[config.mk]
export PLATFORM = sky130hd
export DESIGN_NAME = bsg_gateway_chip_wh_link_monitor_flat
export DESIGN_NICKNAME = d
export VERILOG_FILES = /design/src/rtl/bsg_gateway_chip_wh_link_monitor_if.sv /design/src/rtl/bsg_gateway_chip_wh_link_monitor.sv /design/src/flat_wrapper.sv
export SDC_FILE = /design/constraint.sdc
export NUM_CORES = 1
export LEC_CHECK = 0
export ABC_AREA = 1
export ABC_CLOCK_PERIOD_IN_PS = 3300
export BUFFER_PORTS_ARGS = -buffer_cell sky130_fd_sc_hd__buf_2
export CAP_MARGIN = 20
export CORE_ASPECT_RATIO = 0.6
export CORE_MARGIN = 2
export CORE_UTILIZATION = 60
export CTS_CLUSTER_DIAMETER = 30
export CTS_CLUSTER_SIZE = 10
export DETAILED_ROUTE_END_ITERATION = 6
export HOLD_SLACK_MARGIN = 0.1
export PLACE_DENSITY = 0.95
export SLEW_MARGIN = 10
export SYNTH_ARGS = -nofsm -noshare
export SYNTH_HDL_FRONTEND = slang
export SYNTH_SLANG_ARGS = --single-unit
[constraint.sdc]
create_clock -name clk_i -period 3.3 [get_ports clk_i]
set_input_delay 0.66 -clock clk_i [delete_from_list [all_inputs] [get_ports clk_i]]
set_output_delay 0.66 -clock clk_i [all_outputs]
set_load 0.005 [all_outputs]
[src/rtl/bsg_gateway_chip_wh_link_monitor_if.sv]
// rtl/bsg_gateway_chip_wh_link_monitor_if.sv - valid/ready_and wormhole flit link
interface bsg_gateway_chip_wh_link_monitor_if #(
    parameter int width_p = 32
) ();
    logic               v;
    logic [width_p-1:0] data;
    logic               ready_and;

    modport master (output v, output data, input  ready_and);
    modport slave  (input  v, input  data, output ready_and);
endinterface

[src/rtl/bsg_gateway_chip_wh_link_monitor.sv]
// rtl/bsg_gateway_chip_wh_link_monitor.sv - two-entry wormhole flit stage with X scrub, framing tracker and counters
module bsg_gateway_chip_wh_link_monitor #(
    parameter int flit_width_p = 32,
    parameter int cord_width_p = 7,
    parameter int len_width_p  = 4,
    parameter int max_len_p    = 8,
    parameter int ctr_width_p  = 32
) (
    input  logic                                  clk_i,
    input  logic                                  reset_n_i,
    bsg_gateway_chip_wh_link_monitor_if.slave     link_i,
    bsg_gateway_chip_wh_link_monitor_if.master    link_o,
    output logic                                  in_packet_o,
    output logic [ctr_width_p-1:0]                pkt_count_o,
    output logic [ctr_width_p-1:0]                flit_count_o,
    output logic                                  err_x_o,
    output logic                                  err_len_o
);

    typedef enum logic {
        e_header = 1'b0,
        e_body   = 1'b1
    } state_e;

    localparam logic [len_width_p-1:0] len_one_lp = len_width_p'(1);
    localparam logic [ctr_width_p-1:0] ctr_one_lp = ctr_width_p'(1);

    state_e                  state_q, state_d;
    logic [len_width_p-1:0]  remaining_q, remaining_d;
    logic [flit_width_p-1:0] mem_q [2];
    logic [flit_width_p-1:0] mem_d [2];
    logic                    rd_ptr_q, rd_ptr_d;
    logic                    wr_ptr_q, wr_ptr_d;
    logic [1:0]              count_q, count_d;
    logic                    ready_q, ready_d;
    logic [ctr_width_p-1:0]  pkt_count_q, pkt_count_d;
    logic [ctr_width_p-1:0]  flit_count_q, flit_count_d;
    logic                    err_x_q, err_x_d;
    logic                    err_len_q, err_len_d;

    logic                    accept;
    logic                    transfer;
    logic                    pkt_done;
    logic                    has_x;
    logic [flit_width_p-1:0] scrubbed;
    logic [len_width_p-1:0]  hdr_len;

    assign accept   = link_i.v & ready_q;
    assign transfer = (count_q != 2'd0) & link_o.ready_and;
    assign hdr_len  = link_i.data[cord_width_p +: len_width_p];

    // Only a definite 1 survives; X/Z collapse to 0 and flag the flit.
    always_comb begin
        scrubbed = '0;
        has_x    = 1'b0;
        for (int i = 0; i < flit_width_p; i++) begin
            scrubbed[i] = (link_i.data[i] === 1'b1);
            has_x       = has_x | ((link_i.data[i] !== 1'b0) && (link_i.data[i] !== 1'b1));
        end
    end

    always_comb begin
        mem_d    = mem_q;
        wr_ptr_d = wr_ptr_q;
        rd_ptr_d = rd_ptr_q;
        count_d  = count_q;
        if (accept) begin
            mem_d[wr_ptr_q] = scrubbed;
            wr_ptr_d        = ~wr_ptr_q;
        end
        if (transfer) begin
            rd_ptr_d = ~rd_ptr_q;
        end
        case ({accept, transfer})
            2'b10:   count_d = count_q + 2'd1;
            2'b01:   count_d = count_q - 2'd1;
            default: count_d = count_q;
        endcase
        // Registered ready looks at next occupancy, so it never waits on ready_and_i combinationally.
        ready_d = (count_d != 2'd2);
    end

    always_comb begin
        state_d     = state_q;
        remaining_d = remaining_q;
        pkt_done    = 1'b0;
        if (accept) begin
            case (state_q)
                e_header: begin
                    if (hdr_len == '0) begin
                        pkt_done = 1'b1;
                    end else begin
                        remaining_d = hdr_len;
                        state_d     = e_body;
                    end
                end
                e_body: begin
                    remaining_d = remaining_q - len_one_lp;
                    if (remaining_q == len_one_lp) begin
                        pkt_done = 1'b1;
                        state_d  = e_header;
                    end
                end
                default: state_d = e_header;
            endcase
        end

        pkt_count_d = pkt_count_q;
        if (pkt_done && (pkt_count_q != '1)) begin
            pkt_count_d = pkt_count_q + ctr_one_lp;
        end
        flit_count_d = flit_count_q;
        if (accept && (flit_count_q != '1)) begin
            flit_count_d = flit_count_q + ctr_one_lp;
        end

        err_x_d   = err_x_q | (accept & has_x);
        err_len_d = err_len_q | (accept && (state_q == e_header) && (int'(hdr_len) > max_len_p));
    end

    always_ff @(posedge clk_i or negedge reset_n_i) begin
        if (!reset_n_i) begin
            state_q      <= e_header;
            remaining_q  <= '0;
            mem_q        <= '{default: '0};
            rd_ptr_q     <= 1'b0;
            wr_ptr_q     <= 1'b0;
            count_q      <= 2'd0;
            ready_q      <= 1'b0;
            pkt_count_q  <= '0;
            flit_count_q <= '0;
            err_x_q      <= 1'b0;
            err_len_q    <= 1'b0;
        end else begin
            state_q      <= state_d;
            remaining_q  <= remaining_d;
            mem_q        <= mem_d;
            rd_ptr_q     <= rd_ptr_d;
            wr_ptr_q     <= wr_ptr_d;
            count_q      <= count_d;
            ready_q      <= ready_d;
            pkt_count_q  <= pkt_count_d;
            flit_count_q <= flit_count_d;
            err_x_q      <= err_x_d;
            err_len_q    <= err_len_d;
        end
    end

    always_comb begin
        link_i.ready_and = ready_q;
        link_o.v         = (count_q != 2'd0);
        link_o.data      = mem_q[rd_ptr_q];
        in_packet_o      = (state_q == e_body);
        pkt_count_o      = pkt_count_q;
        flit_count_o     = flit_count_q;
        err_x_o          = err_x_q;
        err_len_o        = err_len_q;
    end

endmodule

[src/flat_wrapper.sv]
// flat-port wrapper written by rule: the top's interface ports become plain ports
module bsg_gateway_chip_wh_link_monitor_flat 
#(
    parameter int flit_width_p = 32,
    parameter int cord_width_p = 7,
    parameter int len_width_p  = 4,
    parameter int max_len_p    = 8,
    parameter int ctr_width_p  = 32
)
  (clk_i, reset_n_i, in_packet_o, pkt_count_o, flit_count_o, err_x_o, err_len_o, link_i_v, link_i_data, link_i_ready_and, link_o_v, link_o_data, link_o_ready_and);
  bsg_gateway_chip_wh_link_monitor_if #(.width_p((32))) link_i_i ();
  bsg_gateway_chip_wh_link_monitor_if #(.width_p((32))) link_o_i ();
  input  logic clk_i;
  input  logic reset_n_i;
  output logic in_packet_o;
  output logic [ctr_width_p-1:0] pkt_count_o;
  output logic [ctr_width_p-1:0] flit_count_o;
  output logic err_x_o;
  output logic err_len_o;
  input wire logic [$bits(link_i_i.v)-1:0] link_i_v;
  input wire logic [$bits(link_i_i.data)-1:0] link_i_data;
  output wire logic [$bits(link_i_i.ready_and)-1:0] link_i_ready_and;
  output wire logic [$bits(link_o_i.v)-1:0] link_o_v;
  output wire logic [$bits(link_o_i.data)-1:0] link_o_data;
  input wire logic [$bits(link_o_i.ready_and)-1:0] link_o_ready_and;
  assign link_i_i.v = link_i_v;
  assign link_i_i.data = link_i_data;
  assign link_i_ready_and = link_i_i.ready_and;
  assign link_o_v = link_o_i.v;
  assign link_o_data = link_o_i.data;
  assign link_o_i.ready_and = link_o_ready_and;
  bsg_gateway_chip_wh_link_monitor #(.flit_width_p(flit_width_p), .cord_width_p(cord_width_p), .len_width_p(len_width_p), .max_len_p(max_len_p), .ctr_width_p(ctr_width_p)) u_core (.clk_i(clk_i), .reset_n_i(reset_n_i), .link_i(link_i_i), .link_o(link_o_i), .in_packet_o(in_packet_o), .pkt_count_o(pkt_count_o), .flit_count_o(flit_count_o), .err_x_o(err_x_o), .err_len_o(err_len_o));
endmodule
# Word-level counts from Yosys, hierarchy flattened
# Index checks and enable logic that the tools add are counted.
[word_totals]
regBits = 140
output_inout_bits = 101
elab_cells = 221
[classes]
addsub = 5
n_lt_le_gt_ge = 4
n_eq_ne = 103
n_mux = 16
bitwise_logic = 41
n_reduce_logical = 40
[ops]
columns = ["cell", "n"]
rows = [
  ["two-way mux 32 bit", 4],
  ["adder 32 x 1 -> 32 bit, second input constant", 2],
  ["bitwise mux 64 bit", 1],
  ["!= test 32 bit, second input constant", 2],
  ["case inequality test 1 bit, second input constant", 64],
  ["logical AND 1 bit", 37],
  ["bitwise OR 1 bit", 33],
  ["demux 32 bit (select 1 bit)", 1],
  ["=== test 1 bit, second input constant", 32],
  ["one-hot mux 4 bit (2 select lines)", 1],
  ["two-way mux 1 bit", 5],
  ["== test 4 x 1 -> 1 bit, second input constant", 1],
  [">= comparator 2 bit, second input constant", 2],
  ["> comparator 4 bit, second input constant", 1],
  ["logical NOT 4 bit", 1],
  ["two-way mux 4 bit", 1],
  ["!= test 2 bit, second input constant", 2],
  ["NOT 1 -> 2 bit", 2],
  ["one-hot mux 1 bit (2 select lines)", 2],
  ["one-hot mux 2 bit (2 select lines)", 1],
  ["subtractor 4 x 1 -> 4 bit, second input constant", 1],
  ["AND 1 bit", 3],
  ["NOT 1 bit", 3],
  ["adder 2 x 1 -> 2 bit, second input constant", 1],
  ["6 further kinds", 6],
]

# Logic depth before layout (Yosys ltp)
# Gate-level depths: netlist of run 1.
[depth]
ltp_word = 35
ltp_mapped = 10

# Worst setup path before layout of run 1
# No wires, ideal clock.
[synth_timing]
path_type = "register -> register"
startpoint = "register u_core.flit_count_q[0], in the netlist u_core.flit_count_o[0]"
endpoint = "register u_core.flit_count_q[0], in the netlist u_core.flit_count_o[0]"
setup_time_ns = 0.065
t_arrival_ns = 1.627
required_ns = 3.235
path_slack_ns = 1.608
stages_incl_launch_ff = 10
n_path_buf = 1
period_less_slack_ns = 1.692
cell_sequence = "dfrtp_1 -> ha_1 -> inv_2 -> nor2_4 -> nand2_4 -> nor2_1 -> a21oi_2 -> buf_2 -> nand2_1 -> nand2_1"
[synth_via]
elab_chain_cells = 2
[synth_lines]
columns = ["item", "line", "text"]
rows = [
  ["start, declared", "bsg_gateway_chip_wh_link_monitor.sv:37", "logic [ctr_width_p-1:0] flit_count_q, flit_count_d;"],
  ["start signal, assigned", "bsg_gateway_chip_wh_link_monitor.sv:143", "flit_count_q <= flit_count_d;"],
  ["branches (longest 2 deep; another with adder 32 x 1 -> 32 bit)", "--", ""],
]
# Several ways; the timed one is not identified.
# A chain may end at the register's enable or synchronous reset.

# Worst setup path after layout of run 1
[layout_timing]
startpoint = "register u_core.rd_ptr_q"
endpoint = "output port link_o_data[12]"
[layout_via]
elab_chain_cells = 4
[layout_lines]
columns = ["item", "line", "text"]
rows = [
  ["start, declared", "bsg_gateway_chip_wh_link_monitor.sv:32", "logic rd_ptr_q, rd_ptr_d;"],
  ["start signal, assigned", "bsg_gateway_chip_wh_link_monitor.sv:138", "rd_ptr_q <= rd_ptr_d;"],
  ["NOT 1 -> 2 bit (not written as such)", "bsg_gateway_chip_wh_link_monitor.sv:152", "link_o.data = mem_q[rd_ptr_q];"],
  ["two-way mux 32 bit (not written as such) (3 in series)", "bsg_gateway_chip_wh_link_monitor.sv:152", ""],
  ["end, declared", "flat_wrapper.sv:24", "output wire logic [$bits(link_o_i.data)-1:0] link_o_data;"],
]
# No other way between the ends. The select of a mux whose other input is x is not followed.

==> reports/metrics.cfg, run 1 <==
[setup_path]
setup.worst_path.start_class = flip-flop
worstPathArrival_ps = 1830
timing_worst_setup_path_type = flip-flop to output pin
crit_family = buffers and inverters
critical_path_buf_inv_count = 4
cp_cell_sequence = buf_4, clkinv_1, buf_4, nand2_1, nand2_1, buf_2
path_max_fanout = 33
critPathSlowestCell = dfrtp_1
crit_required_ps = 2640
slowest_delay_ps = 340
critPathCaptureType = output pin

[floorplanning]
initial_core_util_pct = 62.53
row_count = 31
die_area_mm2 = 0.01372
die_w_um = 149.9
boundaryPins = 137
die_y_um = 91.54
core-area_mm2 = 0.01226

[yosys]
avgSynthCellArea_um2 = 6.948
yosysMostFrequentCell = nand2_1
seq_area_frac_synth_pct = 45.39
ys.flop_type = dfrtp_1
syn_inst = 1103
ys_types = 34
synth_top_cell_area_share_pct = 45.39
synthArstFlopShare_pct = 100.0
synth_edf_count = 0
syn_nets = 1144
ys_top_cells_by_count = 552 x nand2_1, 139 x dfrtp_1, 100 x nor2_1
ys_warn_count = 0
ys_ff_latch = 139
synth_area_leaders = dfrtp_1 45%, nand2_1 27%, o21ai_0 5.3%
synth_area_mm2 = 0.007664
yosysTopAreaCell = dfrtp_1

[detailed_routing]
route.met2.wl_um = 8812
drc = 0
met1_length_um = 8779
top_layer_used = met4
wl_per_cell_um = 14.01
ant_nets = 0
avgViaCountPerCell = 5.362
first_pass_iters = 7
vias = 7577
met3_length_um = 1881
wl_um = 19800
drt_iter0_drc = 713

[final_layout]
post-route-util_pct = 73.98
final_cell_area_mm2 = 0.009067
syn_to_final_growth_pct = 18.32
finalNetCount = 1277
antenna_cells = 0
drive_gt1_share_pct = 15.87
final_cells = 1413

[placement]
post_dp_cell_area_mm2 = 0.008448
port_buffers = 135
gp_congestion = 0.9780
hpwl_um = 13900
dp_cells = 1382
place_ws_ps = 1091

[power_and_ir_drop]
peakVddDrop_uv = 400.0
seqPwrFrac_pct = 39.3
power_switching_uw = 2188
p_int_uw = 4142
p_sw_share_pct = 34.56
power_per_cell_area_mw_per_mm2 = 698.1
leakagePower_uw = 0.004847
clockPowerShare_pct = 31.7
power_frac_comb_pct = 29.0

[cts]
post_cts_buffers = 0
hold_buffers = 0
clock_latency_ps = 410
root_buffer = clkbuf_16
clock-sinks = 139
path_clk_slew_ps = 60
cts_resized = 0
numCtsBuffers = 17
clockBufferDepth = 2
cts_tree = built
cts_max_level = 4

[sta]
grt_setup_unrepaired = no
slew_violations = 0
finalHoldViolCount = 0
fin_tns_setup_ps = 0
fin_ws_ps = 807.9
period_share_pct = 75.52
worst_pin_slew_ps = 761.2
fin_crit_ps = 2492
maxSlewHeadroom_pct = 49.14
max_freq_mhz = 401.3
setup_violations = 0
fin_skew_ps = 6.463

[global_route]
grt_use_total_pct = 29.97
antenna_found_initial = 0
grt_max_degree = 74
grt_pass1_wl_um = 32980
first_global_vias = 6931
grt-ovfl-total = 0

[run_status]
status = complete, no violations

[worst_hold_path]
hp-class = input port to asynchronous set/reset pin

[flow_run]
cap_violations = 0

==> cells in the final DEF (no fill, tap or decap) <==
cell type,count
nand2_4,2
nor2_4,5
inv_2,2
clkbuf_16,17
clkinvlp_4,2
a21oi_1,6
inv_6,3
clkinv_4,2
a21oi_4,1
xnor2_1,16
a21oi_2,1
a31o_2,1
nand3b_4,1
nand2_1,552
dfrtp_1,139
ha_1,5
buf_4,9
nor2_1,100
buf_2,134
o21ai_0,81
nand4_1,3
conb_1,1
nand2_2,3
buf_6,1
nand2_8,1
o211ai_1,1
clkinv_2,3
inv_1,90
and2_1,1
nor2_2,2
nor3_1,1
clkinv_1,1
nand3b_1,9
xor2_1,11
or2_2,4
nand3_1,33
bufinv_16,4
==> final timing paths <==
| path | start | end | slack, ps | depth (start not counted) |
|---|---|---|---|---|
| min in group clk_i | u_core.err_len_o$_DFF_PN0_ | u_core.err_len_o$_DFF_PN0_ | 470 | 1 |
| setup reg to reg | u_core.flit_count_o[0]$_DFFE_PN0P_ | u_core.flit_count_o[27]$_DFFE_PN0P_ | 1280 | 9 |
| setup / recovery | u_core.rd_ptr_q$_DFFE_PN0P_ | link_o_data[12] | 810 | 6 |
| hold / removal | reset_n_i | u_core.mem_q[24]$_DFFE_PN0P_ | 250 | 1 |
| hold reg to reg | u_core.err_len_o$_DFF_PN0_ | u_core.err_len_o$_DFF_PN0_ | 470 | 1 |
| max in group asynchronous | reset_n_i | u_core.flit_count_o[23]$_DFFE_PN0P_ | 2250 | 2 |
==> registers in the layout, indices dropped and copies added, names as in the netlist <==
name,flops
u_core.count_q,2
u_core.err_len_o,1
u_core.flit_count_o,32
u_core.in_packet_o,1
u_core.link_i.ready_and,1
u_core.mem_q,64
u_core.pkt_count_o,32
u_core.rd_ptr_q,1
u_core.remaining_q,4
u_core.wr_ptr_q,1
==> cells by family (layout without fill, tap and decap cells) <==
logic type / after synthesis / after routing / synth area share [%]
AO/OA/AOI/OAI: 91 / 91 / 6.221
XOR/XNOR: 27 / 27 / 3.086
adder cells (fa/ha/maj): 5 / 5 / 0.8163
buffers and inverters: 123 / 268 / 6.792
flip-flops: 139 / 139 / 45.39
other: 1 / 1 / 0.04893
AND/OR/NAND/NOR: 717 / 717 / 37.65
==> layout make-up <==
type / count / area [µm²]
repair buffers: 144 / 749.5
fillers: 936 / 3189
multi-input cells: 841 / 3665
clock inverters: 14 / 193.9
well taps: 165 / 206.4
flip-flops and latches: 139 / 3478
clock buffers: 17 / 425.4
inverters: 93 / 349.1
==> metrics by stage <==
step	total power (µW)	hold WS [ps]
finish	6330	250.1
global route	6721	301.4
CTS	6337	285.7
detailed placement	4320	455.8
global placement	4200	457.0
floorplan	3595	364.4
==> routing by layer <==
metal	GRT usage [%]	vias up
met2	45.74	386
met1	43.53	3499
met5	0	-
met4	8.176	0
met3	6.181	47
li1	-	3645
==> power by group through the flow <==
stage / sequential, µW / combinational [µW] / clock, µW
6_report: 2490 / 1830 / 2010
5_1_grt: 2540 / 2070 / 2120
4_1_cts: 2480 / 1840 / 2020
3_5_place_dp: 2500 / 1820 / 0
3_3_place_gp: 2470 / 1730 / 0
2_1_floorplan: 2430 / 1160 / 0
Power figures use the tool's default switching activity.
==> run 2: changes to the inputs <==
ABC_CLOCK_PERIOD_IN_PS = 2600   (was 3300)
CORE_UTILIZATION = 57   (was 60)
PLACE_DENSITY = 0.91   (was 0.95)
clock period = 2.6 ns   (was 3.3 ns; I/O delays follow)
==> reports/metrics.cfg, run 2 (synthesis results as in run 1) <==
[sta]
max_freq_mhz = 468.8
fin_crit_ps = 2133
worst_pin_slew_ps = 568.2
setup_violations = 0
period_share_pct = 82.04
finalHoldViolCount = 0
slew_violations = 0
fin_skew_ps = 8.644
grt_setup_unrepaired = no
maxSlewHeadroom_pct = 62.12
fin_tns_setup_ps = 0

[floorplanning]
initial_core_util_pct = 59.08
die_w_um = 153.7
boundaryPins = 137
row_count = 32
die_y_um = 93.82
core-area_mm2 = 0.01297
die_area_mm2 = 0.01442

[global_route]
grt_max_degree = 66
first_global_vias = 6776
antenna_found_initial = 0
grt-ovfl-total = 0
grt_use_total_pct = 27.57
grt_busiest_layer = met2
grtUsageMet1_pct = 40.66
met3_usage_pct = 4.105
grtUsageMet2_pct = 42.85
grt_pass1_wl_um = 32350

[cts]
clock_latency_ps = 410
path_clk_slew_ps = 60
cts_max_level = 4
cts_tree = built
root_buffer = clkbuf_16
post_cts_buffers = 0
numCtsBuffers = 17
clockBufferDepth = 2
clock-sinks = 139

[detailed_routing]
wl_um = 18720
first_pass_iters = 5
vias = 7274
drt_iter0_drc = 477
drc = 0
wl_per_cell_um = 13.18
avgViaCountPerCell = 5.123
ant_nets = 0

[final_layout]
drive_gt1_share_pct = 16.00
post-route-util_pct = 69.97
seqCellArea_mm2 = 0.003478
fillers = 1079
regMostFlops = u_core.mem_q
finalNetCount = 1278
layout_commonest_cell = nand2_1
largest_reg_flops = 64
final_cell_mix = 551 x nand2_1, 139 x dfrtp_1, 134 x buf_2
antenna_cells = 0
multi_input_area_mm2 = 0.003667
syn_to_final_growth_pct = 18.43

[placement]
gp_congestion = 0.9645
hpwl_um = 13420
port_buffers = 135

[setup_path]
worstPathArrival_ps = 1610
setup.worst_path.start_class = flip-flop
reg2reg_slack_ps = 680
crit_required_ps = 2080
critPathSlowestCell = dfrtp_1
path_max_fanout = 25
critPathCaptureType = output pin
cp_cell_sequence = clkinv_1, buf_4, nand2_1, nand2_1, buf_2
worstRegToRegCells = 9
r2r-start = u_core.flit_count_o[0]$_DFFE_PN0P_
slowest_delay_ps = 360
crit_start = u_core.rd_ptr_q$_DFFE_PN0P_
endpoint = link_o_data[16]
timing_worst_setup_path_type = flip-flop to output pin
path_common_cell = nand2_1
r2r_end = u_core.flit_count_o[28]$_DFFE_PN0P_

[run_status]
status = complete, no violations

[flow_run]
cap_violations = 0

[power_and_ir_drop]
leakagePower_uw = 0.004841
power_per_cell_area_mw_per_mm2 = 860.0
peakVddDrop_uv = 597.7

[worst_hold_path]
hp-start = link_i_data[20]
hp-class = input port to flip-flop

[run 2: changes by cell type in the layout (fill, tap and decap cells not counted)]
cell	previous run	this run
nand2_2	3	4
bufinv_16	4	1
clkinv_2	3	0
nand2_1	552	551
buf_12	0	2
buf_4	9	7
clkbuf_8	0	2
clkinvlp_4	2	3
inv_6	3	7
dlygate4sd3_1	0	1
[run 2: final cells by class]
cell class                      count  area share [%]
Clock inverter                     13           1.447
Sequential cell                   139           38.32
Tap cell                          170           2.344
Timing Repair Buffer              145           8.644
Inverter                           93           3.846
Multi-Input combinational cell    841           40.41
Clock buffer                       19           4.990
[run 2: worst min-delay path by stage]
stage	depth (start not counted)	endpoint
finish	3	u_core.mem_q[52]$_DFFE_PN0P_
global route	3	u_core.mem_q[56]$_DFFE_PN0P_
CTS	3	u_core.mem_q[54]$_DFFE_PN0P_
detailed placement	1	u_core.mem_q[55]$_DFFE_PN0P_
global placement	1	u_core.mem_q[54]$_DFFE_PN0P_
floorplan	0	u_core.count_q[0]$_DFF_PN0_
[run 2: through the flow]
stage / cell area [µm²] / hold WS [ps] / instances / power [µW] / setup WS, ps
5_1_grt: 9076 / 375.3 / 1420 / 8348 / 359.9
3_5_place_dp: 8482 / 434.4 / 1387 / 5447 / 660.0
6_report: 9076 / 370.7 / 1420 / 7806 / 467.0
4_1_cts: 9076 / 364.7 / 1420 / 7838 / 462.4
2_1_floorplan: 7664 / 224.4 / 1103 / 4563 / 907.7
3_3_place_gp: 8482 / 429.0 / 1387 / 5340 / 705.6
[run 2: what timing repair did]
item,4_1_cts,5_1_grt
hold endpoints to repair,33,0
hold buffers,1,0
endpoints found under the setup margin,0,0
resized for setup,0,0
[run 2: critical path, delay by kind of cell (launching register included)]
family	cells	cell delay, ps
buf+inv	3	680
flops	1	360
simple gates	2	160
[run 2: layer usage]
metal | up-vias | routed length, µm
met5 | - | 0
met4 | 0 | 221
met3 | 25 | 1367
met2 | 285 | 8117
met1 | 3322 | 9013
li1 | 3642 | -
[run 2: power breakdown]
part	total (µW)	switching [µW]	internal, µW
Sequential	3140	372	2770
Combinational	2280	1390	896
Clock	2390	993	1390
Total	7810	2750	5060
==> run 3: changes to the inputs <==
ABC_AREA = 0   (was 1)
ABC_CLOCK_PERIOD_IN_PS = 2200   (was 2600)
CORE_UTILIZATION = 55   (was 57)
PLACE_DENSITY = 0.9   (was 0.91)
clock period = 2.2 ns   (was 2.6 ns; I/O delays follow)
==> reports/metrics.cfg, run 3 <==
[run_status]
status = complete, no violations

[final_layout]
final_cells = 823
drive_gt1_share_pct = 43.74
fillers = 788
post-route-util_pct = 70.90
antenna_cells = 0
final_cell_mix = 139 x dfrtp_1, 134 x buf_2, 93 x mux2_2
finalNetCount = 692
layout_commonest_cell = dfrtp_1
largest_reg_flops = 64
syn_to_final_growth_pct = 25.65
regMostFlops = u_core.mem_q

[detailed_routing]
drc = 0
first_pass_iters = 4
ant_nets = 0
wl_per_cell_um = 17.26
vias = 4544
wl_um = 14210
drt_iter0_drc = 259
avgViaCountPerCell = 5.521

[global_route]
first_global_vias = 4640
antenna_found_initial = 0
grt_max_degree = 65
grt_pass1_wl_um = 22910
grt-ovfl-total = 0
grt_use_total_pct = 23.56

[floorplanning]
core-area_mm2 = 0.01130
die_area_mm2 = 0.01250
boundaryPins = 137
row_count = 30
die_y_um = 87.40
die_w_um = 143.0
initial_core_util_pct = 56.42

[cts]
clock_latency_ps = 410
root_buffer = clkbuf_16
path_clk_slew_ps = 60
numCtsBuffers = 17
clockBufferDepth = 2
clock-sinks = 139
cts_max_level = 4
cts_tree = built

[setup_path]
cp_cell_sequence = inv_1, ha_1, nor4bb_4, a22oi_2, a31oi_2, buf_12, and4bb_1, xor2_1
reg2reg_slack_ps = 100
setup.worst_path.start_class = flip-flop
timing_worst_setup_path_type = flip-flop to flip-flop
critPathCaptureType = flip-flop
crit_required_ps = 2530
path_max_fanout = 22
slowest_delay_ps = 380
worstPathArrival_ps = 2430
critPathSlowestCell = dfrtp_1

[placement]
hpwl_um = 9749
gp_congestion = 0.8414
dp_cells = 790
place_ws_ps = 65.39
port_buffers = 135

[sta]
maxSlewHeadroom_pct = 60.54
fin_skew_ps = 10.44
fin_crit_ps = 2102
setup_violations = 0
worst_pin_slew_ps = 591.9
max_freq_mhz = 475.8
fin_ws_ps = 98.16
finalHoldViolCount = 0
period_share_pct = 95.54
slew_violations = 0
fin_tns_setup_ps = 0

[worst_hold_path]
hp-class = input port to flip-flop

[yosys]
synth_edf_count = 0
syn_nets = 542
ys_ff_latch = 139
seq_area_frac_synth_pct = 54.56
ys_warn_count = 0
yosysMostFrequentCell = dfrtp_1
ys.flop_type = dfrtp_1
synth_area_leaders = dfrtp_1 55%, mux2_2 16%, xnor2_1 6.9%
synth_top_cell_area_share_pct = 54.56
ys_types = 44
syn_inst = 501
ys_top_cells_by_count = 139 x dfrtp_1, 93 x mux2_2, 50 x xnor2_1
avgSynthCellArea_um2 = 12.72
synth_area_mm2 = 0.006375
synthArstFlopShare_pct = 100.0
yosysTopAreaCell = dfrtp_1

[power_and_ir_drop]
p_total_uw = 9983
power_per_cell_area_mw_per_mm2 = 1246
p_sw_share_pct = 29.09
seqPwrFrac_pct = 38.5
power_frac_comb_pct = 30.7
leakagePower_uw = 0.003867
power_switching_uw = 2904
peakVddDrop_uv = 617.0
clockPowerShare_pct = 30.8
p_int_uw = 7079

[flow_run]
cap_violations = 0

[run 3: cell types whose count changed after synthesis, sizes merged, moves of 14 or more]
cell | previous run | this run
and3 | 0 | 21
clkbuf | 20 | 6
nor2 | 107 | 11
xnor2 | 16 | 50
inv | 92 | 7
o21ai | 81 | 8
nand4 | 3 | 29
mux2 | 0 | 95
nand2 | 558 | 27
[run 3: timing repair]
item	CTS	global route
gates resized for setup	0	4
hold buffers	1	0
setup buffers	0	1
setup endpoints to repair	0	15
hold endpoints to repair	61	0
[run 3: area by class of cell]
class / count / area, µm² / share of cell area (%)
Inverter: 7 / 26.28 / 0.3280
Timing Repair Buffer: 151 / 879.6 / 10.98
Multi-Input combinational cell: 335 / 2786 / 34.79
Sequential cell: 139 / 3478 / 43.42
Tap cell: 160 / 200.2 / 2.499
Clock buffer: 19 / 452.9 / 5.654
Clock inverter: 12 / 186.4 / 2.327
[run 3: metal layers]
layer	up-vias	wire [µm]	track usage [%]
met2	137	6691	36.93
li1	2079	-	-
met3	18	807	6.322
met4	0	192	9.091
met5	-	0	0
met1	2310	6516	31.68
[run 3: final timing paths]
| check | to | from | depth (start not counted) |
|---|---|---|---|
| max in group asynchronous | u_core.pkt_count_o[15]$_DFFE_PN0P_ | reset_n_i | 3 |
| max | u_core.pkt_count_o[31]$_DFFE_PN0P_ | u_core.remaining_q[1]$_DFFE_PN0P_ | 8 |
| min | u_core.mem_q[25]$_DFFE_PN0P_ | link_i_data[25] | 2 |
| min reg2reg | u_core.err_len_o$_DFF_PN0_ | u_core.err_len_o$_DFF_PN0_ | 1 |
| max reg2reg | u_core.pkt_count_o[31]$_DFFE_PN0P_ | u_core.remaining_q[1]$_DFFE_PN0P_ | 8 |
| min in group asynchronous | u_core.mem_q[52]$_DFFE_PN0P_ | reset_n_i | 2 |
[run 3: logic make-up after synthesis]
kind of cell,share of synthesized area (%)
buffers and inverters,2.120
multiplexers,16.94
AO/OA/AOI/OAI,2.414
XOR/XNOR,9.068
flip-flops,54.56
adder cells (fa/ha/maj),0.9814
other,0.05882
AND/OR/NAND/NOR,13.86
[run 3: through the flow]
stage               hold WS (ps)  cell area (µm²)
floorplan                  144.4             6375
global placement           451.6             7328
detailed placement         454.7             7328
CTS                        258.8             7978
global route               261.9             8010
finish                     277.6             8010
[run 3: worst max-delay path, delay by kind of cell, from the launching register on]
family,cells,cell delay (ps)
fa+ha+maj,1,170
xor+xnor,1,140
compound gates,2,460
simple gates,2,570
buf+inv,2,300
flops,1,380
[run 3: power groups by stage]
stage	sequential, µW	clock [µW]	combinational, µW
finish	3840	3070	3070
global route	3930	3230	3360
CTS	3820	3130	3080
detailed placement	3860	0	3040
global placement	3770	0	2930
floorplan	3710	0	1990
